===== config.mk =====
export PLATFORM = sky130hd
export DESIGN_NAME = uart_rx_ex
export DESIGN_NICKNAME = d
export VERILOG_FILES = /design/src/rtl/uart_rx_ex.sv
export SDC_FILE = /design/constraint.sdc
export NUM_CORES = 1
export LEC_CHECK = 0
export ABC_AREA = 1
export ABC_CLOCK_PERIOD_IN_PS = 2100
export BUFFER_PORTS_ARGS = -buffer_cell sky130_fd_sc_hd__buf_2
export CORE_ASPECT_RATIO = 0.5
export CORE_MARGIN = 5
export CORE_UTILIZATION = 45
export DETAILED_ROUTE_END_ITERATION = 7
export HOLD_SLACK_MARGIN = 0.12
export MAX_ROUTING_LAYER = met4
export PLACE_DENSITY = 0.76
export SLEW_MARGIN = 25
export SYNTH_ARGS = -nofsm -noshare
export SYNTH_HDL_FRONTEND = slang
export SYNTH_SLANG_ARGS = --single-unit

===== constraint.sdc =====
create_clock -name clk -period 2.1 [get_ports clk]
set_input_delay 0.42 -clock clk [delete_from_list [all_inputs] [get_ports clk]]
set_output_delay 0.42 -clock clk [all_outputs]
set_load 0.05 [all_outputs]

===== src/rtl/uart_rx_ex.sv =====
// uart_rx_ex: oversampling UART receiver (5..9 data bits, optional even/odd parity, 1 or 2 stop bits).
// Optional macro UART_RX_MAJORITY_EN: each bit becomes a 2-of-3 vote over the last three line samples.
module uart_rx_ex #(
    parameter int DATA_BITS = 8
) (
    input  logic                 clk,
    input  logic                 rst,
    input  logic                 rx_en,
    input  logic                 rx,
    input  logic [31:0]          clk_count_bit,
    input  logic [1:0]           parity_mode,
    input  logic                 stop_bits,
    output logic [DATA_BITS-1:0] data,
    output logic                 end_flag,
    output logic                 parity_err,
    output logic                 frame_err,
    output logic                 busy
);
    typedef enum logic [2:0] {IDLE, START, DATA, PARITY, STOP1, STOP2} state_t;
    localparam logic [3:0] LAST_BIT = 4'(DATA_BITS - 1);

    state_t               state_q, state_d;
    logic [1:0]           sync_q;
    logic [3:0]           hist_q, hist_d;
    logic [31:0]          cnt_q, cnt_d;
    logic [3:0]           bitn_q, bitn_d;
    logic [DATA_BITS-1:0] shreg_q, shreg_d, data_q, data_d;
    logic [1:0]           pm_q, pm_d;
    logic                 sb_q, sb_d, perr_q, perr_d, ferr_q, ferr_d;
    logic                 perr_o_q, perr_o_d, ferr_o_q, ferr_o_d, end_q, end_d;
    logic                 line, smp, tick, par_en, par_x, fin;
    logic [31:0]          start_tgt;

    assign line = sync_q[1];

`ifdef UART_RX_MAJORITY_EN
    logic [1:0] maj_q;
    always_ff @(posedge clk or posedge rst) begin
        if (rst) maj_q <= 2'b11;
        else     maj_q <= {maj_q[0], line};
    end
    // maj_q holds the line at target-2 and target-1 when the counter reaches target.
    assign smp = (maj_q[1] & maj_q[0]) | (maj_q[1] & line) | (maj_q[0] & line);
`else
    assign smp = line;
`endif

    assign start_tgt = (clk_count_bit >> 1) - 32'd4;
    assign tick      = (cnt_q == clk_count_bit - 32'd1);
    assign par_en    = (pm_q == 2'b01) || (pm_q == 2'b10);
    assign par_x     = (^shreg_q) ^ smp;

    always_comb begin
        state_d  = state_q;
        hist_d   = hist_q;
        cnt_d    = cnt_q + 32'd1;
        bitn_d   = bitn_q;
        shreg_d  = shreg_q;
        pm_d     = pm_q;
        sb_d     = sb_q;
        perr_d   = perr_q;
        ferr_d   = ferr_q;
        data_d   = data_q;
        perr_o_d = perr_o_q;
        ferr_o_d = ferr_o_q;
        end_d    = 1'b0;
        fin      = 1'b0;
        unique case (state_q)
            IDLE: begin
                cnt_d  = '0;
                hist_d = {hist_q[2:0], line};
                if (hist_q == 4'b0000 && rx_en) begin
                    state_d = START;
                    bitn_d  = '0;
                    pm_d    = parity_mode;
                    sb_d    = stop_bits;
                    perr_d  = 1'b0;
                    ferr_d  = 1'b0;
                end
            end
            START: if (cnt_q == start_tgt) begin
                cnt_d = '0;
                // A high start sample is a glitch; re-arm the history so detection restarts cleanly.
                if (smp) begin
                    state_d = IDLE;
                    hist_d  = 4'hF;
                end else begin
                    state_d = DATA;
                end
            end
            DATA: if (tick) begin
                cnt_d   = '0;
                shreg_d = {smp, shreg_q[DATA_BITS-1:1]};
                bitn_d  = bitn_q + 4'd1;
                if (bitn_q == LAST_BIT) state_d = par_en ? PARITY : STOP1;
            end
            PARITY: if (tick) begin
                cnt_d   = '0;
                perr_d  = (pm_q == 2'b01) ? par_x : ~par_x;
                state_d = STOP1;
            end
            STOP1: if (tick) begin
                cnt_d  = '0;
                ferr_d = ferr_q | ~smp;
                if (sb_q) state_d = STOP2;
                else      fin = 1'b1;
            end
            STOP2: if (tick) begin
                cnt_d = '0;
                fin   = 1'b1;
            end
            default: state_d = IDLE;
        endcase
        if (fin) begin
            state_d  = IDLE;
            hist_d   = 4'hF;
            data_d   = shreg_q;
            perr_o_d = perr_q;
            ferr_o_d = ferr_q | ~smp;
            end_d    = 1'b1;
        end
    end

    always_ff @(posedge clk or posedge rst) begin
        if (rst) begin
            state_q  <= IDLE;
            sync_q   <= 2'b11;
            hist_q   <= 4'hF;
            cnt_q    <= '0;
            bitn_q   <= '0;
            shreg_q  <= '0;
            pm_q     <= '0;
            sb_q     <= 1'b0;
            perr_q   <= 1'b0;
            ferr_q   <= 1'b0;
            data_q   <= '0;
            perr_o_q <= 1'b0;
            ferr_o_q <= 1'b0;
            end_q    <= 1'b0;
        end else begin
            state_q  <= state_d;
            sync_q   <= {sync_q[0], rx};
            hist_q   <= hist_d;
            cnt_q    <= cnt_d;
            bitn_q   <= bitn_d;
            shreg_q  <= shreg_d;
            pm_q     <= pm_d;
            sb_q     <= sb_d;
            perr_q   <= perr_d;
            ferr_q   <= ferr_d;
            data_q   <= data_d;
            perr_o_q <= perr_o_d;
            ferr_o_q <= ferr_o_d;
            end_q    <= end_d;
        end
    end

    assign data       = data_q;
    assign end_flag   = end_q;
    assign parity_err = perr_o_q;
    assign frame_err  = ferr_o_q;
    assign busy       = (state_q != IDLE);
endmodule


==> results.py <==
metrics = {
    "floorplan": {
        "rows": 31,
        "dieHeight_um": 95.3,
        "core_region_area_sq_um": 14400,
        "initial_utilization_pct": 45.6,
        "die_area_sq_um": 17200,
        "ios": 51,
        "die_width_um": 181,
    },
    "placement": {
        "io_buffers": 50,
        "dp_cells": 1478,
        "dp_slack_ns": -0.774,
        "gp_congestion": 1.05,
        "dpl.hpwl_um": 19300,
    },
    "routing": {
        "vias_per_cell": 5.24,
        "vias": 7992,
        "routed_wl_um": 25500,
        "dr.pass1.iters": 6,
        "drtIter0Drc": 858,
        "wl_per_cell_um": 16.7,
        "final_antenna_net_count": 0,
        "drc": 0,
    },
    "worst_setup_path": {
        "required_ns": 2.32,
        "path_class": "input pin to register",
        "cp_max_fo": 8,
        "critPathBufInv": 3,
        "arrival_ns": 2.64,
        "path_delay_family": "simple AND/OR/NAND/NOR gates",
        "cpMaxStageDelayCell": "nor2_4",
        "cp_slowest_stage_delay_ns": 0.22,
        "endpoint_kind": "register",
        "start_kind": "input pin",
        "cp_common_cell": "nor2_4",
        "crit_chain": "buf_8, buf_12, nor2_4, nand2_4, nor2_4, nand2_2, nor2_4, nand3_2, nand2_4, nand2_1, nor2_1, nand2_1, nor2_4, nand3_4, nand2_4, clkbuf_16, a21oi_1",
    },
    "timing": {
        "fmax_ghz": 0.412,
        "timing.hold.ws_ns": 0.168,
        "finalHoldViolations": 0,
        "rsz0062_at_grt": "true",
        "setup_violations": 64,
        "slew_viol_final": 0,
        "min_period_ns": 2.43,
        "period_share_pct": 115,
        "clock-skew-final_ns": 0.00599,
        "max_slew_margin_pct": 56.6,
        "layout_setup_ws_ns": -0.325,
        "worstMarginPinSlew_ns": 0.648,
    },
    "finish": {
        "multi_input_comb_area_sq_um": 4760,
        "nNetsFinal": 1366,
        "fillers": 1203,
        "final_cells": 1525,
        "seqCellArea_sq_um": 1740,
        "synthToLayoutAreaGrowth_pct": 50.6,
        "drive_gt1_share_pct": 36.7,
        "antenna_cells": 0,
    },
    "global_routing": {
        "met1_usage_pct": 40.2,
        "top_usage_layer": "met2",
        "grt_usage_pct": 29.6,
        "grt_pass1_vias": 7632,
        "grt_max_degree": 70,
        "antenna_found_initial": 0,
        "overflow": 0,
        "grtUsageMet3_pct": 6.75,
        "use_met2_pct": 44.7,
        "grt_pass1_wl_um": 38700,
    },
    "clocking": {
        "cts_buffer_depth": 2,
        "clockRootBuffer": "clkbuf_16",
        "clock-sinks": 69,
        "cts_tree": "built",
        "postCtsHoldBufs": 0,
        "cts_buffers": 9,
        "h-tree-depth": 3,
        "clk_latency_ns": 0.34,
        "clkTransAtPathRegs_ns": 0.06,
    },
    "logic_synthesis": {
        "syn_nets": 1089,
        "synth_cells": 1045,
        "synth.distinct_cells": 40,
        "syn_area_per_cell_sq_um": 6.27,
        "ys_warn_count": 0,
        "synth_area_sq_um": 6550,
        "ys_seq_elements": 69,
        "ys_seq_area_share_pct": 26.5,
    },
    "power_and_ir_drop": {
        "power_mw": 5.21,
        "ir_drop_v": 0.000646,
        "p_leak_nw": 4.95,
        "power_density_nw_per_um2": 529,
    },
    "worst_hold_path": {
        "min_path_type": "input pin to asynchronous set/reset pin",
    },
    "flow_run": {
        "maxCapViolations": 0,
    },
    "run_status": {
        "violations": "negative setup slack",
        "status": "finished, violations left",
    },
}
-- layout by cell type (no fill, tap or decap), drive strengths merged --
| cell type | netlist | final |
|---|---|---|
| a21boi | 2 | 2 |
| a21oi | 34 | 34 |
| and2 | 1 | 1 |
| buf | 16 | 292 |
| clkbuf | 15 | 12 |
| clkinv | 3 | 10 |
| clkinvlp | 0 | 1 |
| dfrtp | 63 | 63 |
| dfstp | 6 | 6 |
| ha | 5 | 5 |
| inv | 144 | 142 |
| nand2 | 335 | 338 |
| nand3 | 88 | 88 |
| nand3b | 11 | 11 |
| nand4 | 29 | 29 |
| nor2 | 140 | 140 |
| nor3 | 12 | 12 |
| nor4 | 4 | 4 |
| o211ai | 5 | 5 |
| o21ai | 34 | 34 |
| o21bai | 8 | 8 |
| o22ai | 1 | 1 |
| or2 | 1 | 1 |
| or3 | 1 | 1 |
| xnor2 | 35 | 35 |
| xor2 | 52 | 52 |
-- tightest hold or removal path: cells and delay by family --
family                 cells  cell delay, ns
buffers and inverters      3            0.49
-- worst paths after layout --
kind	from	to	slack (ns)	cells after the start
worst max-delay path	clk_count_bit[4]	cnt_q[5]	-0.33	17
worst min-delay path	rst	bitn_q[1]	0.17	3
worst max register to register	cnt_q[14]	cnt_q[5]	-0.23	14
worst min register to register	sync_q[0]	sync_q[1]	0.35	0
max in group asynchronous	rst	hist_q[2]	1.59	3
min in group clk	rx	sync_q[0]	0.18	1
-- final cells by class --
class	count	share of cell area, %
clock buffer	10	2.32
clock inverter	6	0.304
inverter	147	5.91
multi-input combinational	801	48.3
sequential	69	17.6
tap	198	2.51
timing repair buffer	294	23.1
-- cell families (layout without fill, tap and decap cells) --
kind of cell / Yosys count / after routing / synth area share [%]
buffers and inverters: 178 / 457 / 11.0
AND/OR/NAND/NOR: 622 / 625 / 42.2
flip-flops: 69 / 69 / 26.5
AO/OA/AOI/OAI: 84 / 84 / 7.76
XOR/XNOR: 87 / 87 / 11.6
adder cells (fa/ha/maj): 5 / 5 / 0.955
-- state kept, by name, summed over array words and instances, names as in the netlist --
name	flops
bitn_q	4
cnt_q	32
data	8
end_flag	1
ferr_q	1
frame_err	1
hist_q	4
parity_err	1
perr_q	1
pm_q	2
sb_q	1
shreg_q	8
state_q	3
sync_q	2
-- cells in the mapped netlist --
| library cell | n | area [sq um] |
|---|---|---|
| a21boi_0 | 1 | 7.51 |
| a21boi_2 | 1 | 11.3 |
| a21oi_1 | 34 | 170 |
| and2_1 | 1 | 6.26 |
| buf_2 | 8 | 40.0 |
| buf_4 | 5 | 37.5 |
| buf_6 | 3 | 33.8 |
| clkbuf_1 | 13 | 48.8 |
| clkbuf_2 | 2 | 10.0 |
| clkinv_1 | 3 | 11.3 |
| dfrtp_1 | 63 | 1580 |
| dfstp_2 | 6 | 158 |
| ha_1 | 5 | 62.6 |
| inv_1 | 139 | 522 |
| inv_2 | 5 | 18.8 |
| nand2_1 | 327 | 1230 |
| nand2_2 | 7 | 43.8 |
| nand2_4 | 1 | 11.3 |
| nand3_1 | 86 | 430 |
| nand3_2 | 2 | 20.0 |
| nand3b_1 | 11 | 82.6 |
| nand4_1 | 28 | 175 |
| nand4_2 | 1 | 12.5 |
| nor2_1 | 118 | 443 |
| nor2_2 | 11 | 68.8 |
| nor2_4 | 10 | 113 |
| nor2_8 | 1 | 20.0 |
| nor3_1 | 11 | 55.1 |
| nor3_2 | 1 | 10.0 |
| nor4_1 | 4 | 25.0 |
| o211ai_1 | 5 | 37.5 |
| o21ai_0 | 14 | 70.1 |
| o21ai_1 | 8 | 40.0 |
| o21ai_2 | 12 | 105 |
| o21bai_1 | 8 | 60.1 |
| o22ai_1 | 1 | 6.26 |
| or2_2 | 1 | 6.26 |
| or3_4 | 1 | 11.3 |
| xnor2_1 | 35 | 307 |
| xor2_1 | 52 | 455 |
-- where the power goes --
| group | internal [mW] | switching [mW] | total [mW] |
|---|---|---|---|
| Clock | 0.785 | 0.556 | 1.34 |
| Combinational | 0.946 | 1.32 | 2.27 |
| Sequential | 1.49 | 0.115 | 1.60 |
-- per-layer routing --
metal	share of wire, %	vias up	routed length (um)
li1	-	3845	-
met4	2.3	0	592
met1	44	3731	11300
met3	11	60	2880
met2	42	356	10700
met5	0	-	0
-- stage by stage --
| stage | util, % | TNS, ns | cell area (sq um) |
|---|---|---|---|
| after global placement | 59.8 | -40.18 | 8590 |
| after CTS | 65.3 | -8.99 | 9370 |
| after global routing | 68.7 | -26.61 | 9860 |
| after floorplan | - | -9.52 | 6640 |
| final | 68.7 | -17.87 | 9860 |
| after detailed placement | 59.8 | -44.08 | 8590 |
-- what timing repair did --
action,in CTS,in global routing
setup endpoints to repair,64,64
resized for setup,108,85
gates cloned,5,4
pin swaps,21,42
buffers inserted,11,12
Power figures use the tool's default switching activity.
